===== src/rtl/vga_pkg.sv =====
// Shared 640x480@60 timing constants and the RGB332 to RGB888 colour expansion
// used by the VGA scan-out stage.
package vga_pkg;

  localparam int VGA_H_ACTIVE = 640;
  localparam int VGA_H_FP     = 16;
  localparam int VGA_H_SYNC   = 96;
  localparam int VGA_H_BP     = 48;
  localparam int VGA_V_ACTIVE = 480;
  localparam int VGA_V_FP     = 10;
  localparam int VGA_V_SYNC   = 2;
  localparam int VGA_V_BP     = 33;

  localparam int H_TOTAL = VGA_H_ACTIVE + VGA_H_FP + VGA_H_SYNC + VGA_H_BP;
  localparam int V_TOTAL = VGA_V_ACTIVE + VGA_V_FP + VGA_V_SYNC + VGA_V_BP;

  localparam int FB_ADDR_W = 19;

  // Bit replication spreads each channel over the full 0..255 range.
  function automatic logic [23:0] rgb332_to_rgb888(input logic [7:0] d);
    return {d[7:5], d[7:5], d[7:6],
            d[4:2], d[4:2], d[4:3],
            {4{d[1:0]}}};
  endfunction

endpackage


===== src/rtl/vga_sync_counter.sv =====
// Pixel-enable generator and horizontal/vertical raster counters with the
// active-region and sync decodes for the current pixel position.
module vga_sync_counter
  import vga_pkg::*;
#(
  parameter int H_ACTIVE = VGA_H_ACTIVE,
  parameter int H_FP     = VGA_H_FP,
  parameter int H_SYNC   = VGA_H_SYNC,
  parameter int H_BP     = VGA_H_BP,
  parameter int V_ACTIVE = VGA_V_ACTIVE,
  parameter int V_FP     = VGA_V_FP,
  parameter int V_SYNC   = VGA_V_SYNC,
  parameter int V_BP     = VGA_V_BP,
  parameter int HW       = $clog2(H_ACTIVE + H_FP + H_SYNC + H_BP + 1),
  parameter int VW       = $clog2(V_ACTIVE + V_FP + V_SYNC + V_BP + 1)
) (
  input  logic clk,
  input  logic reset,
  output logic pe,
  output logic active,
  output logic hsync_n,
  output logic vsync_n,
  output logic origin,
  output logic frame_end
);

  localparam logic [HW-1:0] H_ACT    = HW'(H_ACTIVE);
  localparam logic [HW-1:0] HS_START = HW'(H_ACTIVE + H_FP);
  localparam logic [HW-1:0] HS_END   = HW'(H_ACTIVE + H_FP + H_SYNC);
  localparam logic [HW-1:0] H_LAST   = HW'(H_ACTIVE + H_FP + H_SYNC + H_BP - 1);
  localparam logic [VW-1:0] V_ACT    = VW'(V_ACTIVE);
  localparam logic [VW-1:0] VS_START = VW'(V_ACTIVE + V_FP);
  localparam logic [VW-1:0] VS_END   = VW'(V_ACTIVE + V_FP + V_SYNC);
  localparam logic [VW-1:0] V_LAST   = VW'(V_ACTIVE + V_FP + V_SYNC + V_BP - 1);

  logic [HW-1:0] h_cnt;
  logic [VW-1:0] v_cnt;

  always_ff @(posedge clk) begin
    if (reset) begin
      pe    <= 1'b0;
      h_cnt <= '0;
      v_cnt <= '0;
    end else begin
      pe <= ~pe;
      if (pe) begin
        if (h_cnt == H_LAST) begin
          h_cnt <= '0;
          v_cnt <= (v_cnt == V_LAST) ? '0 : v_cnt + 1'b1;
        end else begin
          h_cnt <= h_cnt + 1'b1;
        end
      end
    end
  end

  always_comb begin
    active    = (h_cnt < H_ACT) && (v_cnt < V_ACT);
    hsync_n   = !((h_cnt >= HS_START) && (h_cnt < HS_END));
    vsync_n   = !((v_cnt >= VS_START) && (v_cnt < VS_END));
    origin    = (h_cnt == '0) && (v_cnt == '0);
    frame_end = (h_cnt == H_LAST) && (v_cnt == V_LAST);
  end

endmodule


===== src/rtl/vga_scanout.sv =====
// Framebuffer scan-out: fetches one RGB332 pixel per active position and drives
// the VGA DAC with colour, sync and blank all carrying the same pipeline delay.
module vga_scanout
  import vga_pkg::*;
#(
  parameter int H_ACTIVE = VGA_H_ACTIVE,
  parameter int H_FP     = VGA_H_FP,
  parameter int H_SYNC   = VGA_H_SYNC,
  parameter int H_BP     = VGA_H_BP,
  parameter int V_ACTIVE = VGA_V_ACTIVE,
  parameter int V_FP     = VGA_V_FP,
  parameter int V_SYNC   = VGA_V_SYNC,
  parameter int V_BP     = VGA_V_BP,
  parameter int ADDR_W   = FB_ADDR_W
) (
  input  logic              clock_50,
  input  logic              reset,
  output logic              fb_rd,
  output logic [ADDR_W-1:0] fb_addr,
  input  logic [7:0]        fb_data,
  output logic              frame_start,
  output logic              VGA_CLK,
  output logic              VGA_HS,
  output logic              VGA_VS,
  output logic              VGA_BLANK,
  output logic              VGA_SYNC,
  output logic [7:0]        VGA_R,
  output logic [7:0]        VGA_G,
  output logic [7:0]        VGA_B
);

  logic pe, active, hsync_n, vsync_n, origin, frame_end;

  vga_sync_counter #(
    .H_ACTIVE (H_ACTIVE), .H_FP (H_FP), .H_SYNC (H_SYNC), .H_BP (H_BP),
    .V_ACTIVE (V_ACTIVE), .V_FP (V_FP), .V_SYNC (V_SYNC), .V_BP (V_BP)
  ) u_sync (
    .clk       (clock_50),
    .reset     (reset),
    .pe        (pe),
    .active    (active),
    .hsync_n   (hsync_n),
    .vsync_n   (vsync_n),
    .origin    (origin),
    .frame_end (frame_end)
  );

  // Active pixels are contiguous in linear order, so a running count is the address.
  logic [ADDR_W-1:0] addr_q;

  always_ff @(posedge clock_50) begin
    if (reset) begin
      addr_q <= '0;
    end else if (pe) begin
      if (frame_end)   addr_q <= '0;
      else if (active) addr_q <= addr_q + 1'b1;
    end
  end

  assign fb_rd       = pe & active;
  assign fb_addr     = addr_q;
  assign frame_start = pe & origin;
  assign VGA_SYNC    = 1'b0;

  // Decodes of the fetched pixel, held until its data returns a clock later.
  logic active_d, hs_d, vs_d;

  always_ff @(posedge clock_50) begin
    if (reset) begin
      active_d <= 1'b0;
      hs_d     <= 1'b1;
      vs_d     <= 1'b1;
    end else if (pe) begin
      active_d <= active;
      hs_d     <= hsync_n;
      vs_d     <= vsync_n;
    end
  end

  logic [23:0] pixel;
  assign pixel = rgb332_to_rgb888(fb_data);

  // Outputs update at the end of the pe=0 clock, when fb_data carries the fetch.
  always_ff @(posedge clock_50) begin
    if (reset) begin
      VGA_CLK   <= 1'b0;
      VGA_HS    <= 1'b1;
      VGA_VS    <= 1'b1;
      VGA_BLANK <= 1'b0;
      VGA_R     <= 8'h00;
      VGA_G     <= 8'h00;
      VGA_B     <= 8'h00;
    end else begin
      VGA_CLK <= pe;
      if (!pe) begin
        VGA_HS    <= hs_d;
        VGA_VS    <= vs_d;
        VGA_BLANK <= active_d;
        {VGA_R, VGA_G, VGA_B} <= active_d ? pixel : 24'h000000;
      end
    end
  end

endmodule


===== config.mk =====
export PLATFORM = sky130hd
export DESIGN_NAME = vga_scanout
export DESIGN_NICKNAME = d
export VERILOG_FILES = /design/src/rtl/vga_pkg.sv /design/src/rtl/vga_sync_counter.sv /design/src/rtl/vga_scanout.sv
export SDC_FILE = /design/constraint.sdc
export NUM_CORES = 1
export LEC_CHECK = 0
export BUFFER_PORTS_ARGS = -buffer_cell sky130_fd_sc_hd__clkbuf_2
export CAP_MARGIN = 40
export CORE_MARGIN = 2
export CORE_UTILIZATION = 40
export DETAILED_ROUTE_END_ITERATION = 8
export PLACE_DENSITY_LB_ADDON = 0.15
export SYNTH_ARGS = -nofsm -noshare
export SYNTH_HDL_FRONTEND = slang
export SYNTH_SLANG_ARGS = --single-unit

===== constraint.sdc =====
create_clock -name clock_50 -period 1.9 [get_ports clock_50]
set_clock_uncertainty 0.15 [all_clocks]
set_input_delay 0.57 -clock clock_50 [delete_from_list [all_inputs] [get_ports clock_50]]
set_output_delay 0.57 -clock clock_50 [all_outputs]
set_load 0.005 [all_outputs]

==> metrics.md <==
| Metric | Value |
|---|---|
| Result of the run | finished with violations |
| Violations in the final reports | negative setup slack |
| Number of hold-slack violations in the final timing report | 0 |
| Adder and majority gate portion of the synthesized area | 2.43% |
| Vias post-DR | 2,362 |
| Detailed-route DRC error count | 0 |
| Signal arrival time at the worst endpoint | 1520 ps |
| Setup repair after global routing missed its margin | yes |
| Dominant cell type by area after synthesis | sky130_fd_sc_hd__dfxtp_1 |
| Fraction of layout instances using a drive strength above 1 | 40.2% |
| Overall overflow remaining after global route | 0 |
| Number of core rows | 29 |
| Post-synthesis cell count | 299 |
| Critical path data required time | 1180 ps |
| Class of the most critical hold timing path | reg -> reg |
| Complex-gate fraction of the synthesized area | 7.81% |
| Launch instance of the worst register-to-register path | u_sync.v_cnt[5] |
| Global-route wire length before repair | 9820 µm |
| Sort of element at the end of the critical path | output pin |
| CP max stage cell | sky130_fd_sc_hd__dfxtp_2 |
| Power density over the cells | 604 mW/mm² |
| Highest achievable clock rate | 447 MHz |
| Setup slack of the critical path after layout | -337 ps |
| Number of enable-type register cells in the synthesized netlist | 0 |
| Summed instance area of the synthesized netlist | 0.00258 mm² |
| Inserted Clock Buffers | 5 |
| Cells along the critical path | nor4_4 > buf_4 > nand4_1 > nor3_2 > buf_2 |
| Iteration count of the initial detailed-routing pass | 4 |
| GPL Wtd Cong | 0.819 |
| Max H-tree Level | 2 |
| Via count of the first global-routing pass | 2,119 |
| Total setup violations reported at the end of the flow | 2 |
| Number of violations of the max-capacitance limit | 0 |
| HPWL reported at the end of detailed placement | 4240 µm |
| CTS tree | done |
| Fraction of the yosys area taken by sequential cells | 42.7% |
| Number of synthesis warnings | 0 |
| Cell area after layout | 0.00351 mm² |
| DIE HEIGHT | 84.3 µm |
| Worst hold start | hs_d |
| WL final | 6160 µm |
| Final ANT Viol Nets | 0 |
| Top cell types by occurrence after synthesis | sky130_fd_sc_hd__dfxtp_1, sky130_fd_sc_hd__nor2_1, sky130_fd_sc_hd__buf_4, sky130_fd_sc_hd__xor2_1, sky130_fd_sc_hd__nand4_1 |
| Post-synth top area share | 42.7% |
| Number of buffers on the longest clock path | 2 |
| Combinational family with the most area after synthesis | simple AND/OR/NAND/NOR gates |
| Source-to-sink clock delay at the later pin of the worst-skew pair | 310 ps |
| Placed inst area | 0.00313 mm² |
| Prevailing post-synth register cell | sky130_fd_sc_hd__dfxtp_1 |
| Kind of start point of the critical path | flip-flop |
| Minimum clock period | 2240 ps |
| Distinct cells, synth | 39 |
| Final cycle utilization of the critical path | 118% |
| Final Util | 55.9% |
| Crit-path leading delay family | simple AND/OR/NAND/NOR gates |
| Crit Path Category | reg -> out |
| Count of inserted antenna diode cells | 0 |
| Buffer cell driving the clock tree root | sky130_fd_sc_hd__clkbuf_8 |
| Initial antenna violation count | 0 |
| Number of nets produced by synthesis | 314 |
| Number of input and output port buffers inserted | 58 |
| Final #Nets | 403 |
| Setup slack after placement | -120 ps |
| Peak per-stage delay on the critical path | 350 ps |
| Quantity of hold-fixing buffers added after cts | 0 |
| Die width | 84.3 µm |
| Drt initial violations | 94 |
| Vias/cell | 5.08 |
| Clock input transition at the sequential cells of the worst setup and hold paths | 100 ps |
| Top cells by area in the synthesized netlist | sky130_fd_sc_hd__dfxtp_1, sky130_fd_sc_hd__xor2_1, sky130_fd_sc_hd__nor2_1 |
| Floorplan core area | 0.00628 mm² |
| Asr flop ratio synth | 0% |
| Pin count of the biggest net entering global routing | 24 |
| Highest ir drop seen on vdd | 0.000367 V |
| Number of synthesized register bits | 55 |
| Global Route Usage Sum | 16.7% |
| Fraction of synthesized cell area in xor and xnor cells | 9.17% |
| Effective utilization at floorplan | 41.1% |
| Critical Path Start | u_sync.v_cnt[5] |
| Standby leakage power | 1.47 nW |
| Buffers plus inverters on the worst setup path | 2 |
| Average footprint of a synthesized cell | 8.62 µm² |
| Routed wirelength normalized by instance count | 13.3 µm |
| Number of I/O pins | 60 |
| Count leader, synth | sky130_fd_sc_hd__dfxtp_1 |
| Multiplexer share of the synthesized area | 1.16% |
| Number of max-slew violations in the final report | 0 |
| Die footprint | 0.00710 mm² |
| Synthesis-to-finish area growth | 36.0% |
| CP max FO | 2 |
| Post-synthesis share of cell area spent on and, or, nand and nor gates | 28.3% |
| Number of clock sinks | 55 |
## timing repair
action / 4_1_cts / 5_1_grt
pin swaps: 2 / 16
endpoints found under the setup margin: 11 / 29
buffers inserted: 2 / 5
resized for setup: 8 / 49
cloned: 0 / 2
## worst reg2reg max path: stages (launching register included)
cell and delay [ps]:
sky130_fd_sc_hd__dfxtp_2 350, sky130_fd_sc_hd__buf_6 120, sky130_fd_sc_hd__nand4_1 140, sky130_fd_sc_hd__buf_4 140
sky130_fd_sc_hd__and4_4 230, sky130_fd_sc_hd__nand3_4 80, sky130_fd_sc_hd__buf_6 150, sky130_fd_sc_hd__or3_4 360
sky130_fd_sc_hd__a21oi_2 110
## final timing paths
| kind | to | slack [ps] | cells after the start |
|---|---|---|---|
| setup reg to reg | fb_addr[9] | 10 | 8 |
| hold reg to reg | VGA_HS | 340 | 2 |
| hold / removal | VGA_HS | 340 | 2 |
| setup / recovery | frame_start | -340 | 5 |
## cell families after synthesis
group                      after synthesis
AOI/OAI and AO/OA                       33
DFF                                     55
buffers and inverters                   37
adders and majority gates                5
other                                    1
and+or+nand+nor                        138
muxes                                    3
xor gates and xnor gates                27
## power by group
group          total, W  switching (W)  leakage [nW]  internal [W]
Clock          0.000760       0.000372        0.0513      0.000387
Combinational  0.000173      0.0000841         0.971     0.0000888
Sequential      0.00118      0.0000151         0.450       0.00117
Total           0.00212       0.000472          1.47       0.00164
## flip-flops by register name (all words and copies together), names as in the netlist, 2 cells and up
register      flops
VGA_R             3
u_sync.v_cnt     10
fb_addr          19
VGA_G             3
VGA_B             2
u_sync.h_cnt     10
## per-layer routing
layer | vias to the layer above | global-route usage (%) | routed length [µm]
li1 | 1212 | - | -
met1 | 1107 | 22.4 | 2870
met2 | 37 | 27.5 | 3040
met3 | 6 | 3.64 | 195
met4 | 0 | 3.96 | 60
met5 | - | 0 | 0
## layout make-up
type,count,area [µm²]
Multi-Input combinational cell,207,1410
Fill cell,590,2770
Clock inverter,1,30.0
Sequential cell,55,1120
Tap cell,77,96.3
Clock buffer,6,72.6
Timing Repair Buffer,111,747
Inverter,8,30.0
## cell usage in the layout, fill, tap and decap left out, types with 9 or more instances in the layout
cell type | Yosys | routed
sky130_fd_sc_hd__nor2_1 | 40 | 40
sky130_fd_sc_hd__nand2_1 | 16 | 13
sky130_fd_sc_hd__buf_4 | 19 | 45
sky130_fd_sc_hd__nand3_1 | 13 | 12
sky130_fd_sc_hd__clkbuf_2 | 0 | 56
sky130_fd_sc_hd__nor3_1 | 13 | 12
sky130_fd_sc_hd__dfxtp_2 | 0 | 9
sky130_fd_sc_hd__nand4_1 | 18 | 18
sky130_fd_sc_hd__dfxtp_1 | 55 | 45
sky130_fd_sc_hd__xor2_1 | 19 | 19
## metrics by stage
stage	std cells	total power, W	TNS (ps)	hold slack, ps
after floorplan	299	0.00130	-28.1	292
after global placement	449	0.00135	-186	312
after detailed placement	449	0.00135	-327	321
after CTS	458	0.00211	-669	337
after global routing	465	0.00221	-843	342
final	465	0.00212	-460	343
Power figures use the tool's default switching activity.
